$ cat src/rtl/apb_tan_pkg.sv
// Purpose : shared types and constants for the APB tangent scheduler.
// Latency : n/a (package only).
// Backpr. : n/a.
// Contents: state_t job FSM encoding, default register addresses.
package apb_tan_pkg;

  typedef enum logic [2:0] {
    IDLE,
    W_SETUP,
    W_ACCESS,
    R_SETUP,
    R_ACCESS,
    RESP
  } state_t;

  localparam logic [31:0] ADDR_CTRL_DEF = 32'h0000_0000;
  localparam logic [31:0] ADDR_OUT_DEF  = 32'h0000_0004;

endpackage

$ cat src/rtl/apb_tan_scheduler_if.sv
// Purpose : groups the requester handshake, result and APB master signals.
// Latency : n/a (wiring only).
// Backpr. : req_ready is the only backpressure; results cannot be stalled.
// Ports   : master = scheduler side, slave = requesters + APB slave side.
interface apb_tan_scheduler_if #(
  parameter int N_REQ  = 2,
  parameter int DATA_W = 32
);
  localparam int ID_W = $clog2(N_REQ);

  // requesters
  logic [N_REQ-1:0]        req_valid;
  logic [N_REQ*DATA_W-1:0] req_n;
  logic [N_REQ-1:0]        req_ready;
  // tagged result
  logic                    rsp_valid;
  logic [ID_W-1:0]         rsp_id;
  logic [DATA_W-1:0]       rsp_data;
  logic                    rsp_err;
  // APB
  logic                    PSEL;
  logic                    PENABLE;
  logic                    PWRITE;
  logic [DATA_W-1:0]       PADDR;
  logic [DATA_W-1:0]       PWDATA;
  logic [DATA_W-1:0]       PRDATA;
  logic                    PREADY;

  modport master (
    input  req_valid, req_n, PRDATA, PREADY,
    output req_ready, rsp_valid, rsp_id, rsp_data, rsp_err,
           PSEL, PENABLE, PWRITE, PADDR, PWDATA
  );

  modport slave (
    output req_valid, req_n, PRDATA, PREADY,
    input  req_ready, rsp_valid, rsp_id, rsp_data, rsp_err,
           PSEL, PENABLE, PWRITE, PADDR, PWDATA
  );

endinterface

$ cat src/rtl/rr_arbiter.sv
// Purpose : round-robin pick of one request, searching upward from ptr with wrap.
// Latency : combinational, no state (pointer lives in the parent).
// Backpr. : none; gnt is all-zero when no request is pending.
// Ports   : req (pending bits), ptr (search start), gnt (one-hot), gnt_id (index of gnt).
module rr_arbiter #(
  parameter int N_REQ = 2,
  parameter int ID_W  = $clog2(N_REQ)
) (
  input  logic [N_REQ-1:0] req,
  input  logic [ID_W-1:0]  ptr,
  output logic [N_REQ-1:0] gnt,
  output logic [ID_W-1:0]  gnt_id
);

  logic            found;
  int              idx_i;
  logic [ID_W-1:0] idx;

  always_comb begin
    gnt    = '0;
    gnt_id = '0;
    found  = 1'b0;
    idx_i  = 0;
    idx    = '0;
    for (int i = 0; i < N_REQ; i++) begin
      // modulo keeps the wrap correct for non-power-of-two N_REQ
      idx_i = (int'(ptr) + i) % N_REQ;
      idx   = ID_W'(idx_i);
      if (!found && req[idx]) begin
        found    = 1'b1;
        gnt[idx] = 1'b1;
        gnt_id   = idx;
      end
    end
  end

endmodule

$ cat src/rtl/apb_tan_scheduler.sv
// Purpose : APB master sharing the tangent slave between N_REQ requesters (write n, read result).
// Latency : handshake edge k -> rsp_valid in cycle k+5 with a zero-wait slave, +1 per wait state.
// Backpr. : one job at a time, req_ready only in IDLE; results are a 1-cycle pulse, never stalled.
// Ports   : PCLK/PRESET (sync, active high), bus = apb_tan_scheduler_if.master.
module apb_tan_scheduler
  import apb_tan_pkg::*;
#(
  parameter int                N_REQ     = 2,
  parameter int                DATA_W    = 32,
  parameter logic [DATA_W-1:0] ADDR_CTRL = DATA_W'(ADDR_CTRL_DEF),
  parameter logic [DATA_W-1:0] ADDR_OUT  = DATA_W'(ADDR_OUT_DEF),
  parameter int                TIMEOUT   = 16
) (
  input logic                  PCLK,
  input logic                  PRESET,
  apb_tan_scheduler_if.master  bus
);

  localparam int ID_W  = $clog2(N_REQ);
  localparam int CNT_W = $clog2(TIMEOUT);

  state_t              state_q, state_d;
  logic [ID_W-1:0]     id_q, id_d;
  logic [ID_W-1:0]     rr_ptr_q, rr_ptr_d;
  logic [CNT_W-1:0]    cnt_q, cnt_d;
  logic                psel_q, psel_d;
  logic                penable_q, penable_d;
  logic                pwrite_q, pwrite_d;
  logic [DATA_W-1:0]   paddr_q, paddr_d;
  logic [DATA_W-1:0]   pwdata_q, pwdata_d;
  logic                rsp_valid_q, rsp_valid_d;
  logic [DATA_W-1:0]   rsp_data_q, rsp_data_d;
  logic                rsp_err_q, rsp_err_d;

  logic [N_REQ-1:0]    gnt;
  logic [ID_W-1:0]     gnt_id;
  logic                expired;

  rr_arbiter #(.N_REQ(N_REQ), .ID_W(ID_W)) u_arb (
    .req    (bus.req_valid),
    .ptr    (rr_ptr_q),
    .gnt    (gnt),
    .gnt_id (gnt_id)
  );

  // grant is only offered while idle, so req_valid & req_ready is the handshake
  assign bus.req_ready = (state_q == IDLE) ? gnt : '0;

  // counter holds the number of ACCESS cycles already spent without PREADY
  assign expired = (cnt_q == CNT_W'(TIMEOUT - 1));

  always_comb begin
    state_d    = state_q;
    id_d       = id_q;
    rr_ptr_d   = rr_ptr_q;
    cnt_d      = cnt_q;
    paddr_d    = paddr_q;
    pwdata_d   = pwdata_q;
    rsp_data_d = rsp_data_q;
    rsp_err_d  = rsp_err_q;

    case (state_q)
      IDLE: begin
        if (|gnt) begin
          id_d     = gnt_id;
          rr_ptr_d = (gnt_id == ID_W'(N_REQ - 1)) ? '0 : gnt_id + ID_W'(1);
          // PWDATA doubles as the job's operand register; it holds n through the read
          pwdata_d = bus.req_n[int'(gnt_id)*DATA_W +: DATA_W];
          paddr_d  = ADDR_CTRL;
          state_d  = W_SETUP;
        end
      end
      W_SETUP: begin
        cnt_d   = '0;
        state_d = W_ACCESS;
      end
      W_ACCESS: begin
        if (bus.PREADY) begin
          paddr_d = ADDR_OUT;
          state_d = R_SETUP;
        end else if (expired) begin
          // aborted write: the read is skipped entirely
          rsp_err_d  = 1'b1;
          rsp_data_d = '0;
          state_d    = RESP;
        end else begin
          cnt_d = cnt_q + CNT_W'(1);
        end
      end
      R_SETUP: begin
        cnt_d   = '0;
        state_d = R_ACCESS;
      end
      R_ACCESS: begin
        if (bus.PREADY) begin
          rsp_err_d  = 1'b0;
          rsp_data_d = bus.PRDATA;
          state_d    = RESP;
        end else if (expired) begin
          rsp_err_d  = 1'b1;
          rsp_data_d = '0;
          state_d    = RESP;
        end else begin
          cnt_d = cnt_q + CNT_W'(1);
        end
      end
      RESP: begin
        state_d = IDLE;
      end
      default: begin
        state_d = IDLE;
      end
    endcase

    // bus controls registered from the next state so they line up with state_q
    psel_d      = (state_d != IDLE) && (state_d != RESP);
    penable_d   = (state_d == W_ACCESS) || (state_d == R_ACCESS);
    pwrite_d    = (state_d == W_SETUP) || (state_d == W_ACCESS);
    rsp_valid_d = (state_d == RESP);
  end

  always_ff @(posedge PCLK) begin
    if (PRESET) begin
      state_q     <= IDLE;
      id_q        <= '0;
      rr_ptr_q    <= '0;
      cnt_q       <= '0;
      psel_q      <= 1'b0;
      penable_q   <= 1'b0;
      pwrite_q    <= 1'b0;
      paddr_q     <= '0;
      pwdata_q    <= '0;
      rsp_valid_q <= 1'b0;
      rsp_data_q  <= '0;
      rsp_err_q   <= 1'b0;
    end else begin
      state_q     <= state_d;
      id_q        <= id_d;
      rr_ptr_q    <= rr_ptr_d;
      cnt_q       <= cnt_d;
      psel_q      <= psel_d;
      penable_q   <= penable_d;
      pwrite_q    <= pwrite_d;
      paddr_q     <= paddr_d;
      pwdata_q    <= pwdata_d;
      rsp_valid_q <= rsp_valid_d;
      rsp_data_q  <= rsp_data_d;
      rsp_err_q   <= rsp_err_d;
    end
  end

  assign bus.PSEL      = psel_q;
  assign bus.PENABLE   = penable_q;
  assign bus.PWRITE    = pwrite_q;
  assign bus.PADDR     = paddr_q;
  assign bus.PWDATA    = pwdata_q;
  assign bus.rsp_valid = rsp_valid_q;
  assign bus.rsp_id    = id_q;
  assign bus.rsp_data  = rsp_data_q;
  assign bus.rsp_err   = rsp_err_q;

endmodule

$ cat src/flat_wrapper.sv
// flat-port wrapper written by rule: the top's interface ports become plain ports
module apb_tan_scheduler_flat import apb_tan_pkg::*;
#(
  parameter int                N_REQ     = 2,
  parameter int                DATA_W    = 32,
  parameter logic [DATA_W-1:0] ADDR_CTRL = DATA_W'(ADDR_CTRL_DEF),
  parameter logic [DATA_W-1:0] ADDR_OUT  = DATA_W'(ADDR_OUT_DEF),
  parameter int                TIMEOUT   = 16
)
  (PCLK, PRESET, bus_req_valid, bus_req_n, bus_PRDATA, bus_PREADY, bus_req_ready, bus_rsp_valid, bus_rsp_id, bus_rsp_data, bus_rsp_err, bus_PSEL, bus_PENABLE, bus_PWRITE, bus_PADDR, bus_PWDATA);
  apb_tan_scheduler_if #(.N_REQ(N_REQ), .DATA_W(DATA_W)) bus_i ();
  input logic PCLK;
  input logic PRESET;
  input wire logic [$bits(bus_i.req_valid)-1:0] bus_req_valid;
  input wire logic [$bits(bus_i.req_n)-1:0] bus_req_n;
  input wire logic [$bits(bus_i.PRDATA)-1:0] bus_PRDATA;
  input wire logic [$bits(bus_i.PREADY)-1:0] bus_PREADY;
  output wire logic [$bits(bus_i.req_ready)-1:0] bus_req_ready;
  output wire logic [$bits(bus_i.rsp_valid)-1:0] bus_rsp_valid;
  output wire logic [$bits(bus_i.rsp_id)-1:0] bus_rsp_id;
  output wire logic [$bits(bus_i.rsp_data)-1:0] bus_rsp_data;
  output wire logic [$bits(bus_i.rsp_err)-1:0] bus_rsp_err;
  output wire logic [$bits(bus_i.PSEL)-1:0] bus_PSEL;
  output wire logic [$bits(bus_i.PENABLE)-1:0] bus_PENABLE;
  output wire logic [$bits(bus_i.PWRITE)-1:0] bus_PWRITE;
  output wire logic [$bits(bus_i.PADDR)-1:0] bus_PADDR;
  output wire logic [$bits(bus_i.PWDATA)-1:0] bus_PWDATA;
  assign bus_i.req_valid = bus_req_valid;
  assign bus_i.req_n = bus_req_n;
  assign bus_i.PRDATA = bus_PRDATA;
  assign bus_i.PREADY = bus_PREADY;
  assign bus_req_ready = bus_i.req_ready;
  assign bus_rsp_valid = bus_i.rsp_valid;
  assign bus_rsp_id = bus_i.rsp_id;
  assign bus_rsp_data = bus_i.rsp_data;
  assign bus_rsp_err = bus_i.rsp_err;
  assign bus_PSEL = bus_i.PSEL;
  assign bus_PENABLE = bus_i.PENABLE;
  assign bus_PWRITE = bus_i.PWRITE;
  assign bus_PADDR = bus_i.PADDR;
  assign bus_PWDATA = bus_i.PWDATA;
  apb_tan_scheduler #(.N_REQ(N_REQ), .DATA_W(DATA_W), .ADDR_CTRL(ADDR_CTRL), .ADDR_OUT(ADDR_OUT), .TIMEOUT(TIMEOUT)) u_core (.PCLK(PCLK), .PRESET(PRESET), .bus(bus_i));
endmodule
$ cat config.mk
export PLATFORM = sky130hd
export DESIGN_NAME = apb_tan_scheduler_flat
export DESIGN_NICKNAME = d
export VERILOG_FILES = /design/src/rtl/apb_tan_pkg.sv /design/src/rtl/apb_tan_scheduler_if.sv /design/src/rtl/rr_arbiter.sv /design/src/rtl/apb_tan_scheduler.sv /design/src/flat_wrapper.sv
export SDC_FILE = /design/constraint.sdc
export NUM_CORES = 1
export LEC_CHECK = 0
export CAP_MARGIN = 20
export CORE_ASPECT_RATIO = 1.4
export CORE_UTILIZATION = 34
export CTS_BUF_LIST = sky130_fd_sc_hd__clkbuf_16
export DETAILED_ROUTE_END_ITERATION = 12
export GPL_TIMING_DRIVEN = 1
export MAX_ROUTING_LAYER = met4
export PLACE_DENSITY = 0.88
export SLEW_MARGIN = 20
export SYNTH_ARGS = -nofsm -noshare
export SYNTH_HDL_FRONTEND = slang
export SYNTH_SLANG_ARGS = --single-unit
$ cat constraint.sdc
create_clock -name PCLK -period 1.5 [get_ports PCLK]
set_input_delay 0.15 -clock PCLK [delete_from_list [all_inputs] [get_ports PCLK]]
set_output_delay 0.15 -clock PCLK [all_outputs]
set_load 0.005 [all_outputs]
# == Word level (Yosys, flattened, before mapping) ==
# Index checks and enable logic that the tools add are counted.
# classes
addsub,3
magnitude_cmp,4
eq_ne,15
shift,1
n_mux,34
bitwise_logic,1
n_reduce_logical,19
# op_table
cell,n
$mux 32,5
$pmux 32 s2,2
$shiftx 64x7->32,1
$pmux 3 s5,1
$mux 1,13
$mux 3,4
$ne 2x2->1 const B,5
$eq 3x2->1 const B,3
$eq 3x3->1 const B,3
$mux 4,2
$pmux 4 s2,1
$eq 3x1->1 const B,2
$mux 2,3
$reduce_and 3->1,2
$reduce_bool 2->1,3
$reduce_or 2->1,3
$add 4x1->4 const B,1
$eq 4x4->1 const B,1
$logic_and 1x1->1,4
$lt 1x2->1 const B,2
$reduce_and 2->1,2
$logic_not 3->1,1
$ne 3x3->1 const B,1
$reduce_bool 3->1,1
other kinds (7),11
# totals
reg_bits,110
in_bits,101
output_inout_bits,104
word_cells,89

# == Depth between registers and ports, before layout ==
# Gate-level depths: netlist of the first run.
# depth
depth_word,12
mapped_depth,7
depth_no_buf,5

# == Modules after synthesis ==
# From an unflattened synthesis of the first run, not the netlist that was laid out.
# hier_totals
cells_unflattened,335
area_unflattened_um2,3372.0
# modules_own_cells
mod,n_inst,cells_per_inst,area_per_inst_um2
apb_tan_scheduler,1,331,3342.0
rr_arbiter,1,4,30.0

# == Least setup slack after synthesis of the first run ==
# No wires, ideal clock.
# synth_timing
kind,register to register
from,reg u_core.cnt_q[0]
to,"reg u_core.rsp_data_q[0], in the netlist u_core.bus.rsp_data[0]"
setup_ps,59
arrival_time_ps,1450
t_required_ps,1441
path_slack_ps,-8
path_stages_with_launch,7
path_buffers,1
synth_period_minus_slack_ps,1508
cell_sequence,dfxtp_1 ha_1 a31oi_4 o22ai_1 a21oi_2 buf_4 a22o_1
# synth_between
elab_chain_len,4
elab_cells_between_ends,5
# synth_rtl
item,line,source
start: declaration,apb_tan_scheduler.sv:25,"logic [CNT_W-1:0] cnt_q, cnt_d;"
start signal: assignment,apb_tan_scheduler.sv:140,cnt_q <= cnt_d;
$eq 4x4->1 (*),apb_tan_scheduler.sv:50,assign expired = (cnt_q == CNT_W'(TIMEOUT - 1));
$mux 32 (*),--,
$mux 32 (on tied branches),--,
$pmux 32 s2 (*),--,
end signal: assignment,apb_tan_scheduler.sv:147,rsp_data_q <= rsp_data_d;
end: declaration,apb_tan_scheduler.sv:32,"logic [DATA_W-1:0] rsp_data_q, rsp_data_d;"
# Every way passes the cells marked *; elsewhere a longest branch is shown, timed or not. The select of a mux whose other input is x is not followed.
# A chain may end at the register's enable or synchronous reset.

# == Final worst setup path of the first run ==
# layout_timing
from,reg u_core.state_q[1]
to,"reg u_core.pwdata_q[7], in the netlist u_core.bus.PWDATA[7]"
# layout_between
elab_chain_len,2
# layout_rtl
item,line,source
start: declaration,apb_tan_scheduler.sv:22,"state_t state_q, state_d;"
start signal: assignment,apb_tan_scheduler.sv:137,state_q <= state_d;
$logic_not 3->1,apb_tan_scheduler.sv:62,case (state_q)
$reduce_and 2->1 (no line),--,
end signal: assignment,apb_tan_scheduler.sv:145,pwdata_q <= pwdata_d;
end: declaration,apb_tan_scheduler.sv:30,"logic [DATA_W-1:0] pwdata_q, pwdata_d;"
# No other way between the ends.

==> results.md, run 1 <==
- Status: complete, but fails checks
- Failing checks: negative setup slack
- Syn Std Cell Area: 0.00347 mm²
- Port Buf Inserts: 173
- CTS sink count: 79
- RSZ-0062 raised after global routing: yes
- P&R area growth vs syn: 69.8%
- DP Cell Count: 650
- Area of the core: 0.00990 mm²
- Switching Share: 27.7%
- Cells after synthesis: 339
- Average wire per standard cell: 15.8 µm
- Layout cells sized above 1: 17.0%
- Pint: 4.49 mW
- Die W: 87.4 µm
- Final antenna-violating net count: 0
- Inserted Clock Buffers: 9
- Period utilisation layout: 107%
- Worst-path clk slew: 60 ps
- Worst skew pair latency: 330 ps
- Initial antenna violation count: 0
- Clock power frac: 30.7%
- Die ar.: 0.0106 mm²
- Final worst slack: -102 ps
- CP startpoint kind: register
- Seq cells post-synth: 79
- Initial DRC count: 137
- Vias in the first global route: 3196
- Pwr/cell area: 1060 mW/mm²
- Post-synth top area share: 45.6%
- Maximum fanout along the worst path: 14
- Pre-CTS WS: -204 ps
- Switching power: 1.72 mW
- Most frequent cells after synthesis: dfxtp_1, buf_4, nor2_1, a22o_1, mux2i_1
- DRC: 0
- Largest net degree at the start of global routing: 33
- Top post-synthesis cells by area: dfxtp_1, mux2i_1, buf_4
- Die H: 122 µm
- Final core occ: 59.5%
- Crit path kind: reg2reg
- Yosys warnings: 0
- Arr. time, crit path: 1840 ps
- Crit path time final: 1600 ps
- Flop2flop setup slack: -100 ps
- Endpoints failing setup: 58
- Peak VDD IR: 586 µV
- Main synth FF type: dfxtp_1
- Root Buffer: clkbuf_16
- Drt first pass iters: 4
- Number of synthesized flops with an enable pin: 0
- Max-capacitance violation count: 0
- Final std cells w/o fill: 675
- Tot GR Track Use: 19.2%
- Combinational power share: 30.3%
- Mapped Avg Cell Area: 10.2 µm²
- Gpl congestion: 0.831
- Via-per-instance ratio: 4.89
- CP required: 1740 ps
- Post-Route WL: 10.7 mm
- Top-count cell post-synth: dfxtp_1
- # diodes: 0
- Starting density of the core: 35.0%
- Congestion Overflow GR: 0
- Fmax: 0.624 GHz
- CTS tree: done
- First-pass GRT wire length: 15.2 mm
- Final HPWL DP: 7.30 mm
- Vias post-DR: 3299
- Worst hold path class: in2reg
- CTS max path bufs: 2
- Worst Skew: 6.03 ps
- Final hold violation count: 0
- Slew Viols, Final: 0
- Library cells used by synthesis: 43
- Sequential element share of the synthesized area: 45.6%
- Layout net count: 638
- Leak: 2.41 nW
- Synth area leader: dfxtp_1
- FFs w/ async S/R, synth: 0%
- Row count: 43
- CP Capture Type: register
- H-tree depth: 3
- Hold slack: 191 ps
- I/O pin total: 205
- Sequential power share: 39.0%
layout by cell type, fill, tap and decap left out, drive strengths merged:
| cell | netlist | layout |
|---|---|---|
| nand3 | 4 | 4 |
| a22o | 32 | 32 |
| nor2b | 4 | 4 |
| clkbuf | 4 | 13 |
| ha | 1 | 1 |
| clkinvlp | 0 | 1 |
| conb | 1 | 31 |
| nand2b | 3 | 3 |
| mux2i | 31 | 31 |
| o21ai | 6 | 6 |
| and3 | 3 | 3 |
| and2 | 1 | 1 |
| a22oi | 4 | 4 |
| buf | 53 | 38 |
| nand2 | 4 | 4 |
| a21oi | 12 | 12 |
| a211oi | 30 | 30 |
| nor3 | 4 | 4 |
| o2111ai | 1 | 1 |
| clkinv | 1 | 5 |
| o211a | 1 | 1 |
| o22ai | 1 | 1 |
| o31ai | 2 | 2 |
| and2b | 1 | 1 |
| inv | 3 | 4 |
| o211ai | 1 | 1 |
| nor2 | 37 | 37 |
| or3 | 4 | 4 |
| nand4b | 2 | 2 |
| clkdlybuf4s15 | 0 | 1 |
| clkdlybuf4s50 | 0 | 170 |
| a21boi | 1 | 1 |
| nor3b | 1 | 1 |
| a31oi | 6 | 6 |
| dfxtp | 79 | 79 |
| xnor2 | 1 | 1 |
flip-flops by register name, indices dropped and copies added, names as in the netlist:
name / cells
u_core.bus.PWDATA: 32
u_core.bus.rsp_data: 32
u_core.cnt_q: 4
u_core.state_q: 3
u_core.bus.PADDR: 1
u_core.bus.PENABLE: 1
u_core.bus.PSEL: 1
u_core.bus.PWRITE: 1
u_core.bus.rsp_err: 1
u_core.bus.rsp_id: 1
u_core.bus.rsp_valid: 1
u_core.rr_ptr_q: 1
power by group through the flow:
stage,sequential (mW),combinational [mW],clock [mW]
6_report,2.43,1.88,1.91
5_1_grt,2.45,2.00,2.06
4_1_cts,2.42,1.76,1.93
3_5_place_dp,2.46,1.60,0
3_3_place_gp,2.45,1.56,0
2_1_floorplan,2.46,0.764,0
worst max-delay path, stage by stage (launching register included):
cell and delay, ps:
dfxtp_2 320, nor3_2 190, buf_4 150, buf_6 90
buf_6 80, nor2b_4 160, buf_4 130, buf_12 130
nor2_1 50, a211oi_1 220
through the flow:
stage	power, mW	area, µm²	TNS, ps
4_1_cts	6.11	5730	-2340
6_report	6.22	5890	-2690
2_1_floorplan	3.22	3580	0
3_3_place_gp	4.01	5380	-4890
5_1_grt	6.51	5890	-6780
3_5_place_dp	4.06	5380	-8100
cells by family after synthesis:
logic type / count (synthesis) / share of synthesized area, %
AOI/OAI and AO/OA: 97 / 22.9
DFF: 79 / 45.6
and+or+nand+nor: 68 / 9.52
muxes: 31 / 8.95
adders and majority gates: 1 / 0.361
xor gates and xnor gates: 1 / 0.253
other: 1 / 0.108
buffers and inverters: 61 / 12.3
path summary, 6_finish.rpt:
path	start	endpoint	cells past startpoint
hold / removal	PRESET	u_core.bus.PWRITE	3
setup / recovery	u_core.state_q[1]	u_core.bus.PWDATA[7]	9
hold reg to reg	u_core.bus.PWDATA[30]	u_core.bus.PWDATA[30]	2
setup reg to reg	u_core.state_q[1]	u_core.bus.PWDATA[7]	9
layer usage:
layer	track usage, %	part of all wire [%]	up-vias
li1	-	-	1563
met1	20.7	38	1538
met2	32.5	51	175
met3	4.35	8.2	23
met4	10.0	3.1	0
met5	-	0	-
repair_timing:
action	CTS	global route
hold buffers	0	0
buffers inserted	4	1
endpoints found under the setup margin	34	64
gates cloned	2	4
resized for setup	10	21
pin swaps	5	18
final cells by class:
cell class,instances,area (µm²)
Multi-Input combinational cell,229,1660
Clock buffer,9,225
Inverter,4,15.0
Clock inverter,6,30.0
Sequential cell,79,1590
Timing Repair Buffer,213,2210
Tap cell,135,169
Fill cell,831,4010
Power figures use the tool's default switching activity.
==> inputs of run 2 (changes only) <==
Settings changed: SKIP_LAST_GASP from default to 1.
==> run 2 against run 1 <==
Effect of this change:
- routed wire length fell by 0.50%
- non-clock buffer count stayed put
- critical endpoint unchanged
- core utilization up 0.088 points
- sequential cell count unchanged
- first-iteration DRC count decreased by 7.3%
- the run still ends with negative setup slack left
- maximum frequency about the same
- via count rose by 0.39%
- sequential share of layout area down 0.061 points
- register-to-register slack about the same
- final cell count is the same
- combinational power about the same
- highest routed layer unchanged
- final area is 0.15% higher
==> results.md, run 2 (synthesized netlist as in run 1, its figures left out) <==
- Fmax: 0.624 GHz
- P&R area growth vs syn: 70.1%
- Root Buffer: clkbuf_16
- Initial DRC count: 127
- Period utilisation layout: 107%
- Status: complete, but fails checks
- Leak: 2.41 nW
- Largest net degree at the start of global routing: 33
- Critical path endpoint: u_core.bus.PWDATA[7]
- CTS tree: done
- Port Buf Inserts: 173
- Buffers & Inverters on Critical Path: 5
- RSZ-0062 raised after global routing: yes
- Critical Path, Cell by Cell: nor3_2, buf_4, buf_6, buf_6, nor2b_4, buf_4, buf_12, nor2_1, a211oi_1
- Worst hold path class: in2reg
- CP startpoint kind: register
- Tot GR Track Use: 19.2%
- Vias post-DR: 3312
- Met2 WL: 5.46 mm
- Met3 wire len: 886 µm
- H-tree depth: 3
- Average wire per standard cell: 15.7 µm
- I/O pin total: 205
- CP Capture Type: register
- Final hold violation count: 0
- Flop2flop setup slack: -100 ps
- CTS max path bufs: 2
- Critical Path Stages: 9
- Setup TNS: -2600 ps
- Area of the core: 0.00990 mm²
- Congestion Overflow GR: 0
- Layout cells sized above 1: 16.9%
- Crit path kind: reg2reg
- Via-per-instance ratio: 4.91
- Die ar.: 0.0106 mm²
- Starting density of the core: 35.0%
- Arr. time, crit path: 1840 ps
- Worst Skew: 6.60 ps
- Most frequent cells in the layout: clkdlybuf4s50_1, dfxtp_1, nor2_1
- Initial antenna violation count: 0
- Endpoints failing setup: 57
- # diodes: 0
- CP required: 1740 ps
- Sequential Area: 0.00159 mm²
- Failing checks: negative setup slack
- Filler instances: 837
- First-pass GRT wire length: 15.2 mm
- CTS sink count: 79
- DRC: 0
- Final std cells w/o fill: 675
- Crit path time final: 1600 ps
- FF-to-FF End: u_core.bus.PWDATA[7]
- Power Total: 6.22 mW
- Post-DP Area: 0.00538 mm²
- Max-capacitance violation count: 0
- Vias in the first global route: 3201
- Final core occ: 59.6%
- Post-Route WL: 10.6 mm
- Post-route cell area: 0.00590 mm²
- Die H: 122 µm
- R2R Path Start: u_core.state_q[1]
- DP Cell Count: 650
- CTS Hold Bufs: 0
- Layout net count: 638
- Worst skew pair latency: 330 ps
- Final worst slack: -102 ps
- Final HPWL DP: 7.30 mm
- Commonest non-fill, non-tap cell in the layout: clkdlybuf4s50_1
- Worst-case reg-to-reg path depth: 9
- Worst path max stage delay: 320 ps
- Peak VDD IR: 585 µV
- Maximum fanout along the worst path: 14
- Worst-path clk slew: 60 ps
- Slew Viols, Final: 0
- CP startpoint: u_core.state_q[1]
- Drt first pass iters: 4
- Pre-CTS WS: -204 ps
- Slowest CP cell: dfxtp_2
- Row count: 43
- Delay-heaviest family, CP: buffers and inverters
- Area of the multi-input gates: 0.00168 mm²
- Die W: 87.4 µm
- Gpl congestion: 0.831
- Pwr/cell area: 1050 mW/mm²
- Max Used Layer: met4
- Inserted Clock Buffers: 9
- Final antenna-violating net count: 0
- Metal-1 WL: 3.92 mm
- Hold slack: 186 ps
run 2: worst min-delay path, delay by kind of cell:
family                 cells  cell delay [ps]
buffers and inverters      2              180
AND/OR/NAND/NOR            1              150
run 2: final cells by class:
class	count	area share, %
Timing Repair Buffer	213	37.3
Multi-Input combinational cell	229	28.4
Sequential cell	79	26.9
Clock buffer	9	3.82
Tap cell	135	2.86
Clock inverter	6	0.509
Inverter	4	0.255
run 2: metal layers:
layer,global-route usage (%),vias to the layer above
met5,-,-
met3,4.35,26
met1,20.6,1534
met2,32.6,187
li1,-,1565
met4,10.0,0
run 2: how the worst min path moves through the flow:
stage,startpoint,to,slack (ps),depth (start not counted)
finish,PRESET,u_core.bus.PWRITE,190,3
global route,PRESET,u_core.bus.PWRITE,210,3
CTS,PRESET,u_core.bus.PWRITE,180,3
detailed placement,u_core.bus.PWDATA[30],u_core.bus.PWDATA[30],450,2
global placement,u_core.bus.PWDATA[30],u_core.bus.PWDATA[30],440,2
floorplan,bus_PREADY,u_core.bus.rsp_err,250,1
run 2: what timing repair did:
action	4_1_cts	5_1_grt
cloned	2	4
resized for setup	8	23
buffers inserted	4	1
pin swaps	5	18
setup endpoints to repair	34	65
run 2: report_power, final:
group          internal, mW  total, mW  switching [mW]  leakage [nW]
Clock                  1.09       1.91           0.825         0.130
Sequential             2.30       2.42           0.121         0.648
Combinational          1.10       1.88           0.777          1.63
